[config.mk]
export PLATFORM = sky130hd
export DESIGN_NAME = sfq_toggle_rx
export DESIGN_NICKNAME = d
export VERILOG_FILES = /design/src/rtl/sfq_toggle_rx_pkg.sv /design/src/rtl/sfq_toggle_detect.sv /design/src/rtl/sfq_toggle_rx.sv
export SDC_FILE = /design/constraint.sdc
export NUM_CORES = 1
export LEC_CHECK = 0
export CAP_MARGIN = 10
export CORE_UTILIZATION = 59
export CTS_BUF_LIST = sky130_fd_sc_hd__clkbuf_8
export CTS_CLUSTER_SIZE = 8
export DETAILED_ROUTE_END_ITERATION = 10
export PLACE_DENSITY = 0.85
export SLEW_MARGIN = 0
export SYNTH_ARGS = -nofsm -noshare
export SYNTH_HDL_FRONTEND = slang
export SYNTH_SLANG_ARGS = --single-unit
[constraint.sdc]
create_clock -name clk -period 2.06 [get_ports clk]
set_input_delay 0.206 -clock clk [delete_from_list [all_inputs] [get_ports clk]]
set_output_delay 0.206 -clock clk [all_outputs]
set_load 0.05 [all_outputs]
[src/rtl/sfq_toggle_rx_pkg.sv]
// Shared types and default parameters for the SFQ toggle-encoded receiver.
// The state set is deliberately minimal: normal reception, or parked after a timing violation.
package sfq_toggle_rx_pkg;

  localparam int DEF_WIDTH       = 8;
  localparam int DEF_CT_CYCLES   = 2;
  localparam int DEF_SYNC_STAGES = 2;

  typedef enum logic {
    RUN   = 1'b0,
    FAULT = 1'b1
  } rx_state_t;

  // Timer only needs to count up to CT_CYCLES and then saturate.
  function automatic int timer_width(input int ct_cycles);
    return (ct_cycles < 1) ? 1 : $clog2(ct_cycles + 1);
  endfunction

endpackage

[src/rtl/sfq_toggle_detect.sv]
// Synchronizes one toggle-encoded SFQ line and turns every edge on it into a one-cycle strobe.
// The strobe is registered, so an input edge shows up as a strobe SYNC_STAGES+1 clk edges later.
module sfq_toggle_detect
  import sfq_toggle_rx_pkg::*;
#(
  parameter int SYNC_STAGES = DEF_SYNC_STAGES
) (
  input  logic clk,
  input  logic rst,
  input  logic line,
  output logic strobe
);

  logic [SYNC_STAGES-1:0] sync_q;
  logic                   hist_q;

  // History resets to 0 so a line held high through reset still produces one strobe afterwards.
  always_ff @(posedge clk or posedge rst) begin
    if (rst) begin
      sync_q <= '0;
      hist_q <= 1'b0;
      strobe <= 1'b0;
    end else begin
      sync_q <= {sync_q[SYNC_STAGES-2:0], line};
      hist_q <= sync_q[SYNC_STAGES-1];
      strobe <= sync_q[SYNC_STAGES-1] ^ hist_q;
    end
  end

endmodule

[src/rtl/sfq_toggle_rx.sv]
// SFQ toggle-encoded receiver: din edges mark a 1 for the next bit, clkin edges clock a bit in.
// Completed words go to a valid/ready holding register; timing violations park the block in FAULT.
module sfq_toggle_rx
  import sfq_toggle_rx_pkg::*;
#(
  parameter int WIDTH       = DEF_WIDTH,
  parameter int CT_CYCLES   = DEF_CT_CYCLES,
  parameter int SYNC_STAGES = DEF_SYNC_STAGES
) (
  input  logic             clk,
  input  logic             rst,
  input  logic             din,
  input  logic             clkin,
  output logic [WIDTH-1:0] out_data,
  output logic             out_valid,
  input  logic             out_ready,
  output logic             err,
  output logic             ovf,
  input  logic             err_clr
);

  localparam int                CNT_W    = $clog2(WIDTH);
  localparam int                TMR_W    = timer_width(CT_CYCLES);
  localparam logic [CNT_W-1:0]  LAST_BIT = CNT_W'(WIDTH - 1);
  localparam logic [TMR_W-1:0]  CT_SAT   = TMR_W'(CT_CYCLES);

  logic             din_stb;
  logic             clk_stb;

  rx_state_t        state_q;
  logic             data_pend_q;
  logic [WIDTH-1:0] shreg_q;
  logic [CNT_W-1:0] bit_cnt_q;
  logic [TMR_W-1:0] ct_tmr_q;

  logic             running;
  logic             ct_early;
  logic             bit_take;
  logic             violation;
  logic             word_done;
  logic             out_accept;
  logic             xfer;
  logic [WIDTH-1:0] next_word;

  sfq_toggle_detect #(
    .SYNC_STAGES(SYNC_STAGES)
  ) u_din_detect (
    .clk   (clk),
    .rst   (rst),
    .line  (din),
    .strobe(din_stb)
  );

  sfq_toggle_detect #(
    .SYNC_STAGES(SYNC_STAGES)
  ) u_clkin_detect (
    .clk   (clk),
    .rst   (rst),
    .line  (clkin),
    .strobe(clk_stb)
  );

  // ct_tmr_q holds cycles since the last accepted clkin strobe, saturating at CT_CYCLES.
  assign running    = (state_q == RUN);
  assign ct_early   = clk_stb && (ct_tmr_q < CT_SAT);
  assign bit_take   = running && clk_stb && !ct_early && !err_clr;
  assign violation  = running && clk_stb && (ct_early || din_stb);
  assign word_done  = bit_take && (bit_cnt_q == LAST_BIT);
  assign next_word  = {shreg_q[WIDTH-2:0], data_pend_q};
  assign out_accept = out_valid && out_ready;
  assign xfer       = word_done && (!out_valid || out_ready);

  always_ff @(posedge clk or posedge rst) begin
    if (rst) begin
      state_q     <= RUN;
      data_pend_q <= 1'b0;
      shreg_q     <= '0;
      bit_cnt_q   <= '0;
      ct_tmr_q    <= CT_SAT;
      out_data    <= '0;
      out_valid   <= 1'b0;
      err         <= 1'b0;
      ovf         <= 1'b0;
    end else begin
      // The output handshake keeps running in FAULT so a pending word can still drain.
      if (xfer) begin
        out_data  <= next_word;
        out_valid <= 1'b1;
      end else if (out_accept) begin
        out_valid <= 1'b0;
      end

      if (bit_take) begin
        ct_tmr_q <= TMR_W'(1);
      end else if (ct_tmr_q < CT_SAT) begin
        ct_tmr_q <= ct_tmr_q + TMR_W'(1);
      end

      if (err_clr) begin
        state_q     <= RUN;
        err         <= 1'b0;
        ovf         <= 1'b0;
        bit_cnt_q   <= '0;
        shreg_q     <= '0;
        data_pend_q <= 1'b0;
      end else if (running) begin
        if (violation) begin
          err     <= 1'b1;
          state_q <= FAULT;
        end
        if (bit_take) begin
          shreg_q   <= next_word;
          bit_cnt_q <= word_done ? '0 : bit_cnt_q + CNT_W'(1);
          if (word_done && out_valid && !out_ready) begin
            ovf <= 1'b1;
          end
        end
        // A din strobe coinciding with a clkin strobe belongs to the following bit.
        if (din_stb) begin
          data_pend_q <= 1'b1;
        end else if (bit_take) begin
          data_pend_q <= 1'b0;
        end
      end
    end
  end

endmodule
==> out/results.ini, run 1 <==
[global_routing]
grt_pass1_vias = 708
use_met1_pct = 28.35
busiest_layer = met2
grt_use_met3_pct = 9.615
grt-ovfl-total = 0
antenna_found_initial = 0
grt_max_degree = 34
use_met2_pct = 38.06
grt_pass1_wl_um = 3332
grt_usage_pct = 24.10

[run_status]
outcome = finished, final reports clean

[power]
clock_power_share_pct = 34.8
p_per_area_mw_per_mm2 = 894.8
total_power_mw = 1.318
ir_drop_mv = 0.7099
combPwrFrac_pct = 9.6
intPower_mw = 0.9833
p_switching_mw = 0.3345
leakagePower_nw = 0.7006
switching_share_pct = 25.38
seq_power_share_pct = 55.5

[setup_path]
path_cells = clkdlybuf4s50_1
rr_endpoint = bit_cnt_q[0]
cp.arrival_ps = 1480
max_stage_delay_ps = 830
r2r-start = u_clkin_detect.strobe
critPathKind = register to output port
worst-r2r-setup-slack_ps = 480
crit_family = buffers and inverters
worstPathMaxFanout = 2
timing.critical_path.buf_inv = 1
worstPathRequired_ps = 1850
crit_path_start_kind = register
cpMaxStageDelayCell = clkdlybuf4s50_1
end_kind = output port
ff2ff_path_depth = 3

[timing]
tns_ps = 0
tightest_slew_ps = 870.5
maxSlewViolCount = 0
slew_headroom_pct = 41.97
finalCritPeriodShare_pct = 81.83
setup_violations = 0
fmax_mhz = 593.2
worst_clock_skew_ps = 4.042
rsz0062_at_grt = no
hold_violations = 0
finalCriticalPeriod_ps = 1686

[detailed_routing]
wl_per_cell_um = 16.66
wl_um = 2116
initialDrtViolationCount = 12
drt_first_pass_iters = 4
via_count = 715
ant_nets = 0
vias_per_cell = 5.630
drc = 0

[logic_synthesis]
syn_area_sq_mm = 0.001197
ys_ff_latch = 33
ys_types = 16
yosysSeqAreaShare_pct = 69.07
synth_area_per_cell_sq_um = 15.16
synthCells = 79
syn_nets = 87
yosys_warnings = 0

[clock_network]
cts_buffer_depth = 2
clock_latency_ps = 280
clockRootBuffer = clkbuf_8
tritoncts.num_buffers = 5
clock_sinks = 33
h-tree-depth = 2
post-cts-setup-buffers = 0
clk_pin_slew_ps = 60
post_cts_resized = 0
ctsHoldBuffers = 0
cts_tree = done

[placed_design]
finalWeightedCongestion = 0.7721
placed_area_sq_mm = 0.001386
hpwl_um = 1334
io_buffer_count = 16
dp.cells = 119

[floorplan]
fp.coreArea_sq_mm = 0.001821
initial_utilization_pct = 65.77
die_x_um = 47.05
die-area_sq_mm = 0.002214
fp-row-count = 15
io-pin-count = 17
die_height_um = 47.05

[final_layout]
final_core_util_pct = 80.89
stdcell_area_sq_mm = 0.001473
finalNonFillerCells = 127
fillers = 113
areaGrowthSynthToFinish_pct = 22.99
nets = 109
antenna_cells = 0
drive_above_1_share_pct = 20.59

[worst_hold_path]
hp-class = input port to async pin

[run]
maxCapViolCount = 0

state kept, by name, indices dropped and copies added, names as in the netlist:
signal                 count
ct_tmr_q                   2
shreg_q                    7
u_clkin_detect.sync_q      2
u_din_detect.sync_q        2
u_din_detect.hist_q        1
u_din_detect.strobe        1
u_clkin_detect.strobe      1
out_data                   8
bit_cnt_q                  3
out_valid                  1
data_pend_q                1
err                        1
ovf                        1
u_clkin_detect.hist_q      1
state_q                    1
worst max path at each step:
stage | end | startpoint | cells after the start | slack, ps
3_5_place_dp | out_data[2] | err_clr | 4 | 320
2_1_floorplan | out_data[0] | out_valid | 3 | 640
5_1_grt | bit_cnt_q[0] | u_clkin_detect.strobe | 3 | 350
3_3_place_gp | out_data[4] | err_clr | 4 | 360
4_1_cts | err | err | 1 | 360
6_report | err | err | 1 | 370
placed cells by master, fill, tap and decap left out, types with 3 or more instances in the layout:
master / netlist / routed
dfrtp_1: 32 / 32
clkdlybuf4s50_1: 0 / 16
a22o_1: 10 / 10
mux2_2: 9 / 9
nor2_1: 5 / 5
clkbuf_8: 0 / 5
nand2b_1: 3 / 3
a21oi_1: 3 / 3
xor2_1: 3 / 3
cells in the mapped netlist (all sizes together):
| cell | instances | area, sq um |
|---|---|---|
| a21oi | 3 | 15.01 |
| a22o | 10 | 87.58 |
| and4bb | 1 | 16.27 |
| buf | 2 | 10.01 |
| dfrtp | 32 | 800.8 |
| dfstp | 1 | 26.28 |
| ha | 2 | 25.02 |
| inv | 2 | 7.510 |
| mux2 | 9 | 101.4 |
| nand2 | 2 | 7.510 |
| nand2b | 3 | 18.77 |
| nand3 | 1 | 17.52 |
| nor2 | 5 | 18.77 |
| nor2b | 2 | 12.51 |
| o22ai | 1 | 6.260 |
| xor2 | 3 | 26.28 |
stage by stage:
stage          hold WS, ps  setup slack (ps)
3_3_place_gp         332.9             358.2
3_5_place_dp         334.7             318.8
2_1_floorplan        237.4             637.1
4_1_cts              327.0             356.7
6_report             321.5             374.3
5_1_grt              354.7             351.0
kinds of logic after synthesis:
kind of cell    share of synthesized area, %
flops                                  69.07
compound gates                         9.091
simple gates                           7.629
mux                                    8.464
buf+inv                                1.463
xor+xnor                               2.195
fa+ha+maj                              2.090
metal layers:
| layer | wire [um] | vias up |
|---|---|---|
| li1 | - | 321 |
| met1 | 881 | 368 |
| met2 | 1085 | 24 |
| met3 | 128 | 2 |
| met4 | 21 | 0 |
| met5 | 0 | - |
final cells by class:
type | instances | area, sq um | area share (%)
Clock buffer | 5 | 68.82 | 4.673
Multi-Input combinational cell | 42 | 352.8 | 23.96
Sequential cell | 33 | 827.0 | 56.16
Timing Repair Buffer | 17 | 167.7 | 11.38
Inverter | 2 | 7.507 | 0.5098
Tap cell | 25 | 31.28 | 2.124
Clock inverter | 3 | 17.52 | 1.189
power groups by stage:
stage / logic, mW / registers, mW / clock network (mW)
2_1_floorplan: 0.0843 / 0.742 / 0
3_3_place_gp: 0.120 / 0.739 / 0
3_5_place_dp: 0.126 / 0.742 / 0
4_1_cts: 0.129 / 0.732 / 0.470
5_1_grt: 0.142 / 0.737 / 0.491
6_report: 0.127 / 0.732 / 0.459
(Power assumes the default switching activity.)
==> run 2: changes to the inputs <==
--- a/config.mk
+++ b/config.mk
@@ -6,11 +6,11 @@
 export NUM_CORES = 1
 export LEC_CHECK = 0
 export CAP_MARGIN = 10
-export CORE_UTILIZATION = 59
+export CORE_UTILIZATION = 55
 export CTS_BUF_LIST = sky130_fd_sc_hd__clkbuf_8
 export CTS_CLUSTER_SIZE = 8
 export DETAILED_ROUTE_END_ITERATION = 10
-export PLACE_DENSITY = 0.85
+export PLACE_DENSITY = 0.8
 export SLEW_MARGIN = 0
 export SYNTH_ARGS = -nofsm -noshare
 export SYNTH_HDL_FRONTEND = slang
==> constraint.sdc (replaced) <==
create_clock -name clk -period 1.6 [get_ports clk]
set_input_delay 0.16 -clock clk [delete_from_list [all_inputs] [get_ports clk]]
set_output_delay 0.16 -clock clk [all_outputs]
set_load 0.05 [all_outputs]
==> out/results.ini, run 2 (synthesized netlist as in run 1, its figures left out) <==
[clock_network]
h-tree-depth = 2
clock_latency_ps = 280
cts_tree = done
ctsHoldBuffers = 0
clockRootBuffer = clkbuf_8
post-cts-setup-buffers = 0
tritoncts.num_buffers = 5
clk_pin_slew_ps = 70
clock_sinks = 33
cts_buffer_depth = 2

[detailed_routing]
wl_per_cell_um = 13.68
drc = 0
ant_nets = 0
drt_first_pass_iters = 4
vias_per_cell = 5.374
wl_um = 1792
via_count = 704
initialDrtViolationCount = 6

[timing]
setup_violations = 0
hold_violations = 0
worst_clock_skew_ps = 6.801
maxSlewViolCount = 0
tightest_slew_ps = 511.0
fmax_mhz = 687.9
whs_ps = 267.2
finalCriticalPeriod_ps = 1454
rsz0062_at_grt = no
finalCritPeriodShare_pct = 90.86
slew_headroom_pct = 65.93

[placed_design]
io_buffer_count = 16
finalWeightedCongestion = 0.7899
hpwl_um = 1141
placed_area_sq_mm = 0.001376

[global_routing]
grt_pass1_wl_um = 3270
busiest_layer = met2
grt-ovfl-total = 0
grt_pass1_vias = 702
antenna_found_initial = 0
grt_usage_pct = 18.91
use_met1_pct = 25.83
grt_max_degree = 34
use_met2_pct = 26.85
grt_use_met3_pct = 8.491

[final_layout]
areaGrowthSynthToFinish_pct = 24.97
multi_input_area_sq_um = 356.6
layout_commonest_cell = dfrtp_1
reg_top3 = out_data (8), shreg_q (7), bit_cnt_q (3)
fillers = 134
nets = 111
final_cell_mix = 32 x dfrtp_1, 14 x buf_4, 10 x a22o_1, 9 x mux2_2, 6 x clkbuf_8
drive_above_1_share_pct = 32.69
antenna_cells = 0
regMostFlops = out_data
stdcell_area_sq_mm = 0.001496
largest_reg_flops = 8
regArea_sq_um = 827.0
final_core_util_pct = 74.75

[floorplan]
io-pin-count = 17
die-area_sq_mm = 0.002368
fp.coreArea_sq_mm = 0.002002
initial_utilization_pct = 59.81
die_x_um = 48.66
fp-row-count = 16
die_height_um = 48.66

[power]
leakagePower_nw = 0.7518
ir_drop_mv = 0.9156
total_power_mw = 1.886
p_per_area_mw_per_mm2 = 1260

[setup_path]
critPathKind = register to register
max_stage_delay_ps = 580
worstPathRequired_ps = 1760
end_kind = register
cp.arrival_ps = 1620
crit_path_start_kind = register
cpMaxStageDelayCell = dfstp_2
path_cells = and4bb_4 -> nand3_4 -> mux2_2
worstPathMaxFanout = 8

[run]
maxCapViolCount = 0

[worst_hold_path]
hp-class = input port to async pin

[run_status]
outcome = finished, final reports clean

## run 2: cell types whose count changed in the layout (fill, tap and decap cells not counted)
cell             delta
a21oi_1             -1
a21oi_2             +1
buf_4              +13
bufinv_16           +1
clkbuf_8            +1
clkdlybuf4s50_1    -11
clkinv_2            -2
clkinvlp_4          -1
inv_1               +1
## run 2: stage by stage
step           TNS, ps  setup slack, ps  cells
2_1_floorplan        0            177.1     79
3_3_place_gp         0            24.73    123
3_5_place_dp    -23.73           -23.73    123
4_1_cts              0            60.27    131
5_1_grt              0            92.85    131
6_report             0            146.2    131
## run 2: repair_timing
| item | CTS | global route |
|---|---|---|
| endpoints found under the setup margin | 0 | 7 |
| endpoints found under the hold margin | 0 | 0 |
| resized for setup | 0 | 1 |
## run 2: worst paths after layout
| check | from | end | slack (ps) | depth (start not counted) |
|---|---|---|---|---|
| max reg2reg | ct_tmr_q[1] | out_data[1] | 150 | 3 |
| min in group clk | din | u_din_detect.sync_q[0] | 320 | 1 |
| max | ct_tmr_q[1] | out_data[1] | 150 | 3 |
| min reg2reg | u_din_detect.sync_q[0] | u_din_detect.sync_q[1] | 360 | 0 |
| max in group asynchronous | rst | ct_tmr_q[1] | 1020 | 3 |
| min | rst | data_pend_q | 270 | 3 |
## run 2: final cells by class
cell class              instances  share of cell area, %
inverters                       2                 0.5017
repair buffers                 19                  10.37
well taps                      27                  2.258
flip-flops and latches         33                  55.27
clock inverters                 2                  2.258
clock buffers                   6                  5.518
multi-input cells              42                  23.83
## run 2: critical path: cells and delay by family (launching register included)
| family | cells | cell delay (ps) |
|---|---|---|
| flip-flops | 1 | 580 |
| multiplexers | 1 | 300 |
| AND/OR/NAND/NOR | 2 | 460 |
## run 2: metal layers
metal,wire length [um],up-vias
met5,0,-
met4,19,0
li1,-,326
met3,78,2
met1,873,358
met2,821,18
## run 2: power breakdown
part	total (mW)	leakage, nW	switching, mW	internal [mW]
registers	0.941	0.432	0.0445	0.896
clock network	0.779	0.0626	0.278	0.501
logic	0.166	0.257	0.0912	0.0751
total	1.89	0.752	0.414	1.47
